`config.mk`:
```
export PLATFORM = sky130hd
export DESIGN_NAME = winograd_tile_buffer
export DESIGN_NICKNAME = d
export VERILOG_FILES = /design/src/rtl/winograd_tile_buffer.sv
export SDC_FILE = /design/constraint.sdc
export NUM_CORES = 1
export LEC_CHECK = 0
export BUFFER_PORTS_ARGS = -buffer_cell sky130_fd_sc_hd__buf_2
export CORE_MARGIN = 8
export CORE_UTILIZATION = 35
export CTS_CLUSTER_SIZE = 20
export DETAILED_ROUTE_END_ITERATION = 16
export GPL_ROUTABILITY_DRIVEN = 0
export PLACE_DENSITY = 0.56
export SYNTH_ARGS = -nofsm -noshare
export SYNTH_HDL_FRONTEND = slang
export SYNTH_SLANG_ARGS = --single-unit
```
`constraint.sdc`:
```
create_clock -name clk -period 4.4 [get_ports clk]
set_input_delay 0.22 -clock clk [delete_from_list [all_inputs] [get_ports clk]]
set_output_delay 0.22 -clock clk [all_outputs]
set_load 0.02 [all_outputs]
```
`src/rtl/winograd_tile_buffer.sv`:
```
// winograd_tile_buffer: raster pixel stream -> overlapping 4x4 tiles at
// stride 2 for the Winograd F(2x2,3x3) data-transform stage.
// Three line buffers hold the previous rows. A three-column window register
// plus the incoming pixel column together form the 4-column tile window.
// Optional feature: define WINOGRAD_TILE_CNT_EN to add the tile_cnt output,
// which counts tiles consumed downstream in the current frame.

// One window row: the three most recent pixels of this tile row.
// taps[2] is the newest column, taps[0] the oldest.
module winograd_win_row #(
    parameter int W = 8
) (
    input  logic              clk,
    input  logic              rstn,
    input  logic              shift_en,
    input  logic [W-1:0]      din,
    output logic [2:0][W-1:0] taps
);

    // Shift a new column in on every accepted pixel; cleared on reset.
    always_ff @(posedge clk) begin
        if (rstn)          taps <= '0;
        else if (shift_en) taps <= {din, taps[2], taps[1]};
    end

endmodule

module winograd_tile_buffer #(
    parameter int W     = 8,
    parameter int IMG_W = 8,
    parameter int IMG_H = 8
) (
    input  logic            clk,
    input  logic            rstn,
    input  logic [W-1:0]    in_pixel,
    input  logic            in_valid,
    output logic            in_ready,
    output logic [16*W-1:0] tile_data,
    output logic            tile_valid,
    input  logic            tile_ready,
`ifdef WINOGRAD_TILE_CNT_EN
    output logic [15:0]     tile_cnt,
`endif
    output logic            frame_done
);

    localparam int CW = (IMG_W > 1) ? $clog2(IMG_W) : 1;
    localparam int RW = (IMG_H > 1) ? $clog2(IMG_H) : 1;

    typedef enum logic {FILL, STREAM} state_t;

    state_t state_q, state_d;

    logic [CW-1:0] col;
    logic [RW-1:0] row;

    // Line buffers: lb0 = previous row, lb1 = two rows back, lb2 = three back.
    logic [W-1:0] lb0 [IMG_W];
    logic [W-1:0] lb1 [IMG_W];
    logic [W-1:0] lb2 [IMG_W];

    logic [3:0][W-1:0]       col_vec;   // rows row-3..row at the current column
    logic [3:0][2:0][W-1:0]  win;       // [tile row][column]
    logic [15:0][W-1:0]      tile_next;
    logic [15:0][W-1:0]      tile_q;

    logic accept, col_last, row_last, completes, frame_end;

    assign accept    = in_valid && in_ready;
    assign col_last  = (col == CW'(IMG_W - 1));
    assign row_last  = (row == RW'(IMG_H - 1));
    assign frame_end = accept && col_last && row_last;

    // STREAM already implies row >= 3; only odd row/col ends of a window emit.
    assign completes = accept && (state_q == STREAM) && row[0] && col[0]
                       && (col >= CW'(3));

    // A held tile blocks every pixel, and nothing is accepted during reset.
    assign in_ready = !rstn && (!tile_valid || tile_ready);

    assign col_vec[0] = lb2[col];
    assign col_vec[1] = lb1[col];
    assign col_vec[2] = lb0[col];
    assign col_vec[3] = in_pixel;

    genvar r, c;
    generate
        for (r = 0; r < 4; r++) begin : g_row
            winograd_win_row #(.W(W)) u_row (
                .clk      (clk),
                .rstn     (rstn),
                .shift_en (accept),
                .din      (col_vec[r]),
                .taps     (win[r])
            );
            for (c = 0; c < 3; c++) begin : g_col
                assign tile_next[r*4+c] = win[r][c];
            end
            assign tile_next[r*4+3] = col_vec[r];
        end
    endgenerate

    assign tile_data = tile_q;

    // Raster position of the next pixel to accept; wraps to (0,0) after a frame.
    always_ff @(posedge clk) begin
        if (rstn) begin
            col <= '0;
            row <= '0;
        end else if (accept) begin
            if (col_last) begin
                col <= '0;
                row <= row_last ? '0 : row + RW'(1);
            end else begin
                col <= col + CW'(1);
            end
        end
    end

    // Line buffer rotation; contents are always rewritten before being read.
    always_ff @(posedge clk) begin
        if (!rstn && accept) begin
            lb2[col] <= lb1[col];
            lb1[col] <= lb0[col];
            lb0[col] <= in_pixel;
        end
    end

    // FSM state register.
    always_ff @(posedge clk) begin
        if (rstn) state_q <= FILL;
        else      state_q <= state_d;
    end

    // FSM next state: stream once three rows are buffered, refill per frame.
    always_comb begin
        state_d = state_q;
        case (state_q)
            FILL:    if (accept && col_last && (row == RW'(2))) state_d = STREAM;
            STREAM:  if (frame_end) state_d = FILL;
            default: state_d = FILL;
        endcase
    end

    // Output tile register: load on completion, otherwise hold until consumed.
    always_ff @(posedge clk) begin
        if (rstn) begin
            tile_valid <= 1'b0;
            tile_q     <= '0;
            frame_done <= 1'b0;
        end else begin
            frame_done <= frame_end;
            if (completes) begin
                tile_valid <= 1'b1;
                tile_q     <= tile_next;
            end else if (tile_ready) begin
                tile_valid <= 1'b0;
            end
        end
    end

`ifdef WINOGRAD_TILE_CNT_EN
    logic last_tile_q;   // the held tile is the final tile of its frame
    logic clr_pend_q;    // final tile was consumed last cycle
    logic consume;

    assign consume = tile_valid && tile_ready;

    // Per-frame consumed-tile counter, cleared the cycle after the last tile goes.
    always_ff @(posedge clk) begin
        if (rstn) begin
            last_tile_q <= 1'b0;
            clr_pend_q  <= 1'b0;
            tile_cnt    <= '0;
        end else begin
            if (completes) last_tile_q <= frame_end;
            clr_pend_q <= consume && last_tile_q;
            if (clr_pend_q)
                tile_cnt <= consume ? 16'd1 : 16'd0;
            else if (consume && (tile_cnt != 16'hFFFF))
                tile_cnt <= tile_cnt + 16'd1;
        end
    end
`endif

endmodule

```
==> results by group <==
Status
  • Outcome: finished, final reports clean

Power
  • Worst vdd ir: between 200 and 250 uV
  • P_int: just under 7 mW
  • Leak pwr: 6.96 nW
  • Register share of total power: about half
  • Switching share of total power: 21.3%
  • Comb power frac: 4.5%
  • Pwr Total: ~8.6 mW
  • Clock power frac: 45.1%
  • PD cells: 464 mW/mm2
  • Switching power: 1.84 mW

Logic synthesis
  • Cell taking the most area after synthesis: edfxtp_1
  • Synth top area cells: edfxtp_1 37%, dfxtp_1 30%, nand2_1 9.8%
  • Syn_nets: 1332
  • Post-Synthesis Cell Area: 0.0157 mm2
  • Area share of fa/ha/maj cells after synthesis: less than 1%
  • Main synth FF type: dfxtp_1
  • Top cells by count, synth: 408 x nand2_1, 236 x dfxtp_1, 192 x edfxtp_1
  • Yosys reg bits: 428
  • Synthesized area per cell: 11.9 um2
  • Synth Area in Compound Gates: ~3.7%
  • Most common cell in the netlist: nand2_1
  • Post-synthesis cell count: 1314
  • Post-Synth Simple-Gate Area: 17.2%
  • Share of the synthesized area in the top cell type: 36.8%
  • Number of flops mapped to enable cells by yosys: approximately 190
  • Largest family of logic cells by synthesized area: simple AND/OR/NAND/NOR gates
  • Count of different cell masters after synthesis: 35
  • Async S/R FF share, synth: 0%
  • Yosys warning count: 0
  • Post-synthesis mux area share: a little under 9%
  • XOR/XNOR share of the synthesized area: 0%
  • Seq/Total Area, Yosys: between 60% and 70%

Global route
  • First-pass GRT wire length: a little under 60000 um
  • Largest net degree at the start of global routing: a little under 100
  • GR Overflow Total: 0
  • Initial antenna violation count: 0
  • Total GRT Usage: 14.3%
  • Vias in the first global route: 10200

CTS
  • Clock-pin slew on the worst setup and hold paths: 0.06 ns
  • CTS tree: done
  • Total CTS buffers: 45
  • Post-CTS setup buffer count: 0
  • CTS root buf: clkbuf_16
  • CTS Buffer Depth: 3
  • Worst skew pair latency: 0.56 ns
  • Clock sink count: 428
  • H-tree levels: 2

Timing
  • Pins Over Slew Limit: 0
  • Tcrit/Tclk final: between 60% and 70%
  • Worst Tran Pin Value: 0.891 ns
  • Slew headroom: 40.6%
  • # setup viols final: 0
  • Fin crit period: 2.72 ns
  • RSZ-0062 raised after global routing: no
  • Min Hold Slack: between 0.2 and 0.3 ns
  • Setup_tns: 0 ns
  • Final hold violations: 0
  • Clock skew: 0.0141 ns
  • Peak Freq: ~370 MHz

Detailed routing
  • Initial DRT Pass Iterations: 5
  • Total Wirelength: approximately 37000 um
  • Remaining DRCs: 0
  • Initial DRC Count: 658
  • WL met2: 17200 um
  • WL met3: between 2000 and 2500 um
  • WL/cell: around 18 um
  • Vias per std cell: slightly below 5
  • Top sig layer: met4
  • M1 WL: 17000 um
  • Vias: 9954
  • Antenna-violating nets left: 0

Die
  • Row cnt: 77
  • Die width: between 200 and 250 um
  • Starting Density: 35.4%
  • Core Region: 0.0442 mm2
  • Die height: 228 um
  • Die ar.: 0.0518 mm2
  • I/O pin total: between 100 and 150

Place
  • DP Wirelength: 22200 um
  • Port Buffer Count: roughly 140
  • Placed Cells incl. Taps: roughly 2000

Setup path
  • Crit-path max FO: 49
  • Crit start category: primary input
  • Crit path largest cell delay: ~0.55 ns
  • CP Cell Sequence: dlygate4sd3_1, buf_6, nor2b_2, and2_4, nand2_1, nor3b_2, buf_4
  • R2R Setup Slk: between 1.5 and 2 ns
  • Critical path class: in2reg
  • Crit path max-delay cell type: dlygate4sd3_1
  • WP data required: 4.62 ns
  • WP data arrival: 2.93 ns
  • Critical Path End Type: flip-flop

Layout
  • Final #Nets: roughly 1500
  • ANT cells: 0
  • Share of layout cells above drive strength 1: 21.5%
  • Util after Layout: between 40% and 50%
  • Area growth syn-to-layout: 18.4%
  • Finished Layout Cells: 2069

Flow run
  • Max_cap viols: 0

Min path
  • Min-Delay Path Class: in2reg
power groups by stage:
stage / combinational (mW) / clock (mW) / sequential (mW)
after floorplan: 0.289 / 0 / 4.39
after global placement: 0.384 / 0 / 4.43
after detailed placement: 0.387 / 0 / 4.43
after CTS: 0.395 / 3.98 / 4.35
after global routing: 0.424 / 4.13 / 4.36
final: 0.385 / 3.88 / 4.34
cells in the final DEF (no fill, tap or decap), types with 7 or more instances in the layout:
cell type	synthesis	routed
dfxtp_1	236	233
mux4_2	44	44
nor3_1	27	24
nor2_1	51	50
clkinv_2	0	7
a21oi_1	110	110
buf_4	1	18
edfxtp_1	192	192
clkbuf_8	0	14
nand3b_1	96	96
dlygate4sd3_1	0	9
clkbuf_16	0	47
nand2_1	408	407
mux2_2	21	21
buf_2	45	141
path summary, 6_finish.rpt:
| kind | startpoint | to | depth (start not counted) |
|---|---|---|---|
| setup / recovery | rstn | lb2[3][1] | 7 |
| hold / removal | tile_ready | tile_valid | 3 |
| setup reg to reg | col[0] | tile_data[95] | 7 |
| hold reg to reg | g_row[2].u_row.taps[14] | g_row[2].u_row.taps[6] | 2 |
area by class of cell:
type / count / area [um2]
Fill cell: 4177 / 25700
Multi-Input combinational cell: 791 / 4780
Tap cell: 592 / 741
Clock buffer: 66 / 1390
Sequential cell: 428 / 10500
Timing Repair Buffer: 171 / 982
Inverter: 3 / 11.3
Clock inverter: 18 / 164
per-stage QoR:
| step | area, um2 | setup slack, ns |
|---|---|---|
| global placement | 16900 | 1.72 |
| global route | 18600 | 1.46 |
| detailed placement | 16900 | 1.65 |
| finish | 18600 | 1.68 |
| CTS | 18600 | 1.66 |
| floorplan | 15700 | 0.495 |
layer usage:
metal	track usage, %	vias up
met3	2.83	50
met1	19.3	4894
met5	0	-
li1	-	4796
met4	4.97	0
met2	22.6	214
worst max-delay path: cells and delay by family:
kind / cells / cell delay [ns]
buffers and inverters: 3 / 1.17
and+or+nand+nor: 4 / 1.51
registers in the layout, indices dropped and copies added, names as in the netlist, named ones only:
signal,count
lb1,64
col,3
frame_done,1
row,3
lb0,64
lb2,64
state_q,1
tile_valid,1
tile_data,128
g_row.u_row.taps,96
cells by family after synthesis:
family / Yosys count
AOI/OAI and AO/OA: 114
adders and majority gates: 6
buffers and inverters: 95
DFF: 428
muxes: 72
and+or+nand+nor: 599
repair_timing:
item / in CTS / in global routing
hold endpoints to repair: 56 / 0
hold buffers: 9 / 0
gates resized for setup: 0 / 0
Note: power is estimated with default switching activity, not from simulation.
